`config.mk`:
```
export PLATFORM = sky130hd
export DESIGN_NAME = dst_writeback
export DESIGN_NICKNAME = d
export VERILOG_FILES = /design/src/rtl/dst_writeback.sv
export SDC_FILE = /design/constraint.sdc
export NUM_CORES = 1
export LEC_CHECK = 0
export ABC_AREA = 0
export CAP_MARGIN = 30
export CORE_MARGIN = 4
export CORE_UTILIZATION = 43
export CTS_BUF_LIST = sky130_fd_sc_hd__clkbuf_16
export CTS_CLUSTER_DIAMETER = 80
export DETAILED_ROUTE_END_ITERATION = 7
export GPL_TIMING_DRIVEN = 0
export PLACE_DENSITY = 0.77
export SETUP_SLACK_MARGIN = 0.1
export SYNTH_ARGS = -nofsm -noshare
export SYNTH_HDL_FRONTEND = slang
export SYNTH_SLANG_ARGS = --single-unit
```
`constraint.sdc`:
```
create_clock -name CLK -period 9.1 [get_ports CLK]
set_input_delay 2.275 -clock CLK [delete_from_list [all_inputs] [get_ports CLK]]
set_output_delay 2.275 -clock CLK [all_outputs]
set_load 0.05 [all_outputs]
```
`src/rtl/dst_writeback.sv`:
```
// dst_writeback: write-back end of the destination-select path.
//
// Accepts {select, data} write requests over a valid/ready handshake and commits
// each one into one of four destination registers A-D. While WB_HOLD is high,
// commits are frozen and accepted requests queue in a DEPTH-entry in-order FIFO.
// Once hold drops, the queue drains one entry per cycle. An empty queue lets a
// new request commit directly (cut-through) without being enqueued.
//
// Ports:
//   CLK, RST_N          clock (rising edge), asynchronous active-low reset
//   WB_VALID/WB_READY   request handshake; READY depends only on FIFO occupancy
//   WB_SEL, WB_DATA     destination select (0=A..3=D) and write data
//   WB_HOLD             freeze commits; requests may still be queued
//   DST_A..DST_D        destination registers feeding the destination mux
//   WB_COMMIT           one-cycle pulse after the edge that performed a commit
//   WB_COMMIT_SEL       register written by the most recent commit (sticky)
//   WB_PENDING          FIFO non-empty
//   WB_COUNT            FIFO occupancy, zero-extended to 5 bits

module dst_writeback #(
  parameter int unsigned DATA_WIDTH = 16,
  parameter int unsigned DEPTH      = 2
) (
  input  logic                  CLK,
  input  logic                  RST_N,
  input  logic                  WB_VALID,
  output logic                  WB_READY,
  input  logic [1:0]            WB_SEL,
  input  logic [DATA_WIDTH-1:0] WB_DATA,
  input  logic                  WB_HOLD,
  output logic [DATA_WIDTH-1:0] DST_A,
  output logic [DATA_WIDTH-1:0] DST_B,
  output logic [DATA_WIDTH-1:0] DST_C,
  output logic [DATA_WIDTH-1:0] DST_D,
  output logic                  WB_COMMIT,
  output logic [1:0]            WB_COMMIT_SEL,
  output logic                  WB_PENDING,
  output logic [4:0]            WB_COUNT
);

  localparam int unsigned PtrW  = (DEPTH > 2) ? $clog2(DEPTH) : 1;
  localparam int unsigned CntW  = 5;
  localparam int unsigned EntryW = DATA_WIDTH + 2;

  localparam logic [PtrW-1:0] PtrLast = PtrW'(DEPTH - 1);
  localparam logic [CntW-1:0] CntFull = CntW'(DEPTH);

  // FIFO state
  logic [EntryW-1:0] mem_q [DEPTH];
  logic [PtrW-1:0]   rd_ptr_q, rd_ptr_d;
  logic [PtrW-1:0]   wr_ptr_q, wr_ptr_d;
  logic [CntW-1:0]   count_q, count_d;

  // Destination registers and commit status
  logic [DATA_WIDTH-1:0] dst_q [4];
  logic [DATA_WIDTH-1:0] dst_d [4];
  logic                  commit_q, commit_d;
  logic [1:0]            commit_sel_q, commit_sel_d;

  logic                  accept;
  logic                  push;
  logic                  pop;
  logic                  do_commit;
  logic [1:0]            cm_sel;
  logic [DATA_WIDTH-1:0] cm_data;
  logic                  fifo_empty;
  logic [EntryW-1:0]     head;

  assign fifo_empty = (count_q == '0);
  assign WB_READY   = (count_q != CntFull);
  assign accept     = WB_VALID && WB_READY;
  assign head       = mem_q[rd_ptr_q];

  // Commit source selection: hold > queued head > cut-through.
  always_comb begin
    push      = 1'b0;
    pop       = 1'b0;
    do_commit = 1'b0;
    cm_sel    = head[EntryW-1 -: 2];
    cm_data   = head[DATA_WIDTH-1:0];
    if (WB_HOLD) begin
      push = accept;
    end else if (!fifo_empty) begin
      pop       = 1'b1;
      push      = accept;
      do_commit = 1'b1;
    end else if (accept) begin
      // Empty queue: the request bypasses the FIFO entirely.
      do_commit = 1'b1;
      cm_sel    = WB_SEL;
      cm_data   = WB_DATA;
    end
  end

  // Pointer and occupancy update; wrap is an explicit compare so non-power-of-two
  // depths work.
  always_comb begin
    rd_ptr_d = rd_ptr_q;
    wr_ptr_d = wr_ptr_q;
    count_d  = count_q;
    if (pop) begin
      rd_ptr_d = (rd_ptr_q == PtrLast) ? '0 : rd_ptr_q + PtrW'(1);
    end
    if (push) begin
      wr_ptr_d = (wr_ptr_q == PtrLast) ? '0 : wr_ptr_q + PtrW'(1);
    end
    unique case ({push, pop})
      2'b10:   count_d = count_q + CntW'(1);
      2'b01:   count_d = count_q - CntW'(1);
      default: count_d = count_q;
    endcase
  end

  always_comb begin
    for (int i = 0; i < 4; i++) begin
      dst_d[i] = dst_q[i];
    end
    commit_d     = do_commit;
    commit_sel_d = commit_sel_q;
    if (do_commit) begin
      dst_d[cm_sel] = cm_data;
      commit_sel_d  = cm_sel;
    end
  end

  always_ff @(posedge CLK or negedge RST_N) begin
    if (!RST_N) begin
      rd_ptr_q     <= '0;
      wr_ptr_q     <= '0;
      count_q      <= '0;
      commit_q     <= 1'b0;
      commit_sel_q <= 2'd0;
      for (int i = 0; i < 4; i++) begin
        dst_q[i] <= '0;
      end
    end else begin
      rd_ptr_q     <= rd_ptr_d;
      wr_ptr_q     <= wr_ptr_d;
      count_q      <= count_d;
      commit_q     <= commit_d;
      commit_sel_q <= commit_sel_d;
      for (int i = 0; i < 4; i++) begin
        dst_q[i] <= dst_d[i];
      end
    end
  end

  // Storage needs no reset: occupancy and pointers define which entries are live.
  always_ff @(posedge CLK) begin
    if (push) begin
      mem_q[wr_ptr_q] <= {WB_SEL, WB_DATA};
    end
  end

  assign DST_A         = dst_q[0];
  assign DST_B         = dst_q[1];
  assign DST_C         = dst_q[2];
  assign DST_D         = dst_q[3];
  assign WB_COMMIT     = commit_q;
  assign WB_COMMIT_SEL = commit_sel_q;
  assign WB_PENDING    = !fifo_empty;
  assign WB_COUNT      = count_q;

endmodule
```
# Yosys cells after proc, flatten, opt, wreduce, memory -nomap -nowiden
# Memory sizes are Yosys's and may differ from the RTL's.
# Cells that the tools add are included.
# op_classes
reduce_logical	5
addsub	4
multipliers	0
n_lt_le_gt_ge	2
div	0
shifts	0
n_mux	21
bitwise_logic	1
eq_ne	3
# op_table
cell	n
bitwise mux 64 bit	1
2-to-1 mux 16 bit	4
demux 16 bit (select 2 bit)	1
2-to-1 mux 1 bit	11
one-hot mux 5 bit (2 select lines)	1
2-to-1 mux 2 bit	3
adder 5 x 1 -> 5 bit, second input constant	1
logical NOT 5 bit	1
!= test 5 x 2 -> 1 bit, second input constant	1
subtractor 5 x 1 -> 5 bit, second input constant	1
>= comparator 3 bit, second input constant	1
less-than comparator 3 x 1 -> 1 bit, second input constant	1
NOT 2 -> 3 bit	1
adder 1 bit, second input constant	2
equality test 2 x 1 -> 1 bit, second input constant	1
equality test 2 bit, second input constant	1
logical AND 1 bit	2
nonzero test 2 bit	1
logical NOT 1 bit	1
# totals
romBits	0
n_memories	1
latchBits	0
input_bits	22
mem_bits_rw	36
output_inout_bits	74
register_bits	74
elab_cells	46
# mem_list
memory	depth	width	rd	rd_clocked_by_memory_dff	wr	line	text
mem_q	2	18	1	0	1	49	logic [EntryW-1:0] mem_q [DEPTH];

# Longest topological paths before layout
# logic_depth
ltp_word	11
ltp_mapped	12
depth_no_buf	10

# Least setup slack after synthesis
# OpenSTA, ideal clock, no wires.
# synth_path
path_type	input-to-reg
from	in WB_HOLD
to	reg count_q[4] (netlist: WB_COUNT[4])
slack_ns	4.603
arrival_time_ns	4.414
required_time_ns	9.017
path_stages	11
cell_sequence	inv_1 > nor2_1 > o31ai_4 > ha_1 > clkbuf_1 > xor2_1 > ha_1 > a21oi_1 > or3b_2 > a41oi_1 > xor2_1
# synth_via
elab_chain_len	3
word_cells_on_any_way	6
cone_classes	eq/ne (2); mux (3); reduce/logical (1)
# synth_rtl
element	line	text
start, declared	30	input logic WB_HOLD,
2-to-1 mux 1 bit	81	if (WB_HOLD) begin
equality test 2 x 1 -> 1 bit or equality test 2 bit (tied branches)	107	unique case ({push, pop})
one-hot mux 5 bit (2 select lines) or nonzero test 2 bit (tied branches)	-	
end signal, assigned	139	count_q <= count_d;
end, declared	52	logic [CntW-1:0] count_q, count_d;
# Several ways; a longest one is shown, not always the timed one.
# A chain may end at the register's enable or synchronous reset.

# Worst setup path after layout
# Same ends and word-level chain as after synthesis.

==> impl_metrics.csv <==
group,metric,value,unit
placement,place.gp.congestion,0.8296,
worst_setup_path,setup.worst_path.class,"in -> reg",
synth,synth_area_leader_cell,"dfrtp_1",
sta,fmax,0.2001,GHz
synth,synth_commonest_cells,"74 x dfrtp_1, 61 x o2bb2ai_1, 36 x edfxtp_1",
placement,dp_hpwl,8.116,mm
route,drtIter0Drc,183,
clock_tree,clock_path_buffers,2,
synth,synth_area_leaders,"dfrtp_1 40%, edfxtp_1 23%, o2bb2ai_1 11%",
clock_tree,cts_tree,"built",
hold_path,hold_class,"reg -> reg",
die,boundaryPins,96,
worst_setup_path,reg2regPathDepth,12,
clock_tree,ctsHoldBuffers,0,
synth,ys_types,47,
synth,synth_ff_type,"dfrtp_1",
route,first_pass_iters,5,
route,drc_errors,0,
synth,synth_top_area_share,39.72,%
sta,tightest_slew,0.9381,ns
sta,rsz0062_at_grt,"no",
sta,skew,0.009771,ns
finish,final_util,58.45,%
route,drt-vias-per-instance,5.586,
sta,setup_viol,0,
route,wl,11.46,mm
clock_tree,postCtsSetupRepairBufs,0,
synth,synth_async_sr_flop_share,67.27,%
worst_setup_path,cp.required,9.37,ns
finish,fin_nets,459,
die,die_y,112.1,um
clock_tree,clkTransAtPathRegs,0.07,ns
synth,ys_warn_count,0,
die,dieArea,12570,um2
worst_setup_path,cp_max_fo,8,
power,power_leakage,2.340,nW
placement,portBuffers,94,
die,std_cell_rows,37,
clock_tree,cts_made_buffers,9,
synth,synth-edff-count,36,
global_routing,grt_max_degree,75,
route,ant_nets,0,
synth,netlist_area,4662,um2
clock_tree,htreeDepth,3,
sta,hold_viol,0,
power,ir_drop,0.2699,mV
hold_path,hold_depth,1,
global_routing,overflow,0,
synth,synth-seq-area-share,62.91,%
clock_tree,worstSkewPairLatency,0.35,ns
flow_run,max_cap_violations,0,
synth,syn_avg_cell_area,14.21,um2
clock_tree,clockRootBuffer,"clkbuf_16",
sta,finalCriticalPeriod,4.996,ns
global_routing,grt.total_usage,18.45,%
die,start_util,44.56,%
sta,slew_violations,0,
outcome,status,"finished, final reports clean",
sta,relSlewSlack,37.40,%
clock_tree,cts.sinks,110,
worst_setup_path,start_kind,"input port",
worst_setup_path,worstPathArrival,5.26,ns
sta,fin_crit_sh,54.91,%
synth,synthCells,328,
power,p_per_area,431.9,nW/um2
route,routed-via-count,3212,
clock_tree,post_cts_resized,0,
die,fp.dieW,112.1,um
route,post_drt_wl_per_cell,19.93,um
synth,synth_nets,353,
sta,final.setup.tns,0,ns
global_routing,grt_pass1_vias,3300,
synth,ys_ff_latch,110,
global_routing,grt_antenna_before_repair,0,
placement,pre_cts_ws,3.777,ns
synth,synth_most_common_cell,"dfrtp_1",
finish,antenna_cells,0,
finish,area_growth,31.19,%
die,fp.coreArea,10460,um2
global_routing,grt_pass1_wl,18.35,mm
worst_setup_path,worst_setup_path_end_kind,"flop",
sta,final.setup.worst_slack,4.104,ns
finish,drive_above_1_share,14.35,%
finish,n_fill_cell,857,
[flip-flops by register name, summed over array words and instances, names as in the netlist, 2 cells and up]
register and flops:
DST_A 16, DST_B 16, DST_C 16, DST_D 16
WB_COMMIT_SEL 2, WB_COUNT 5, mem_q 36
[layer usage]
layer  wire length, um  global-route usage (%)
met5                 0                       0
met4               232                   5.929
met3               474                   3.342
met2              5448                   28.29
met1              5303                   26.79
[critical path, cell delays in order]
cell and delay [ns]:
clkdlybuf4s50_1 0.47, inv_1 0.24, nor2_1 0.11, o31ai_4 0.32, ha_1 0.21, clkbuf_1 0.28
xor2_1 0.19, ha_1 0.24, a21oi_1 0.08, or3b_2 0.45, a41oi_1 0.24, xor2_1 0.17
[cells in the final DEF (no fill, tap or decap), types with 8 or more instances in the layout]
cell              n
o21ai_0           8
buf_2            12
o211ai_1         17
edfxtp_1         36
clkdlybuf4s50_1  93
clkbuf_16        10
mux2i_1          17
nand2_1           8
dfrtp_1          74
o2bb2ai_1        61
o21ai_1          11
[where the power goes]
part,internal (mW),total [mW],switching (mW)
Sequential,0.709,0.827,0.118
Combinational,0.488,1.41,0.923
Clock,0.212,0.404,0.191
Total,1.41,2.64,1.23
[worst paths after layout]
check	start	slack [ns]	end
worst max-delay path	WB_HOLD	4.10	WB_COUNT[4]$_DFFE_PN0P_
worst min-delay path	DST_A[0]$_DFFE_PN0P_	0.49	DST_A[0]$_DFFE_PN0P_
worst max register to register	WB_COUNT[2]$_DFFE_PN0P_	5.68	WB_COUNT[4]$_DFFE_PN0P_
worst min register to register	DST_A[0]$_DFFE_PN0P_	0.49	DST_A[0]$_DFFE_PN0P_
max in group asynchronous	RST_N	6.86	DST_C[3]$_DFFE_PN0P_
min in group asynchronous	RST_N	1.92	DST_C[12]$_DFFE_PN0P_
[per-stage QoR]
stage                     cell area [um2]  hold slack (ns)  power (mW)  std cells
after global placement               5773           0.4732       2.220        558
after floorplan                      4662           0.4674       1.772        328
after detailed placement             5803           0.4726       2.241        559
after CTS                            6116           0.4955       2.656        575
final                                6116           0.4939       2.642        575
after global routing                 6116           0.5206       2.765        575
[logic make-up after synthesis]
kind of cell               after synthesis  synth area share (%)
adders and majority gates                3                0.8052
and+or+nand+nor                         44                 6.763
AOI/OAI and AO/OA                      119                 20.59
xor gates and xnor gates                 8                 1.503
DFF                                    110                 62.91
buffers and inverters                   26                 3.542
muxes                                   18                 3.891
[cell type report]
type / instances / area [um2] / share of cell area [%]
repair buffers: 95 / 965.9 / 15.79
clock inverters: 6 / 62.56 / 1.023
plain buffers: 22 / 150.1 / 2.455
multi-input cells: 192 / 1569 / 25.65
flip-flops and latches: 110 / 2933 / 47.95
clock buffers: 10 / 250.2 / 4.092
well taps: 136 / 170.2 / 2.782
inverters: 4 / 15.01 / 0.2455
Power figures use the tool's default switching activity.
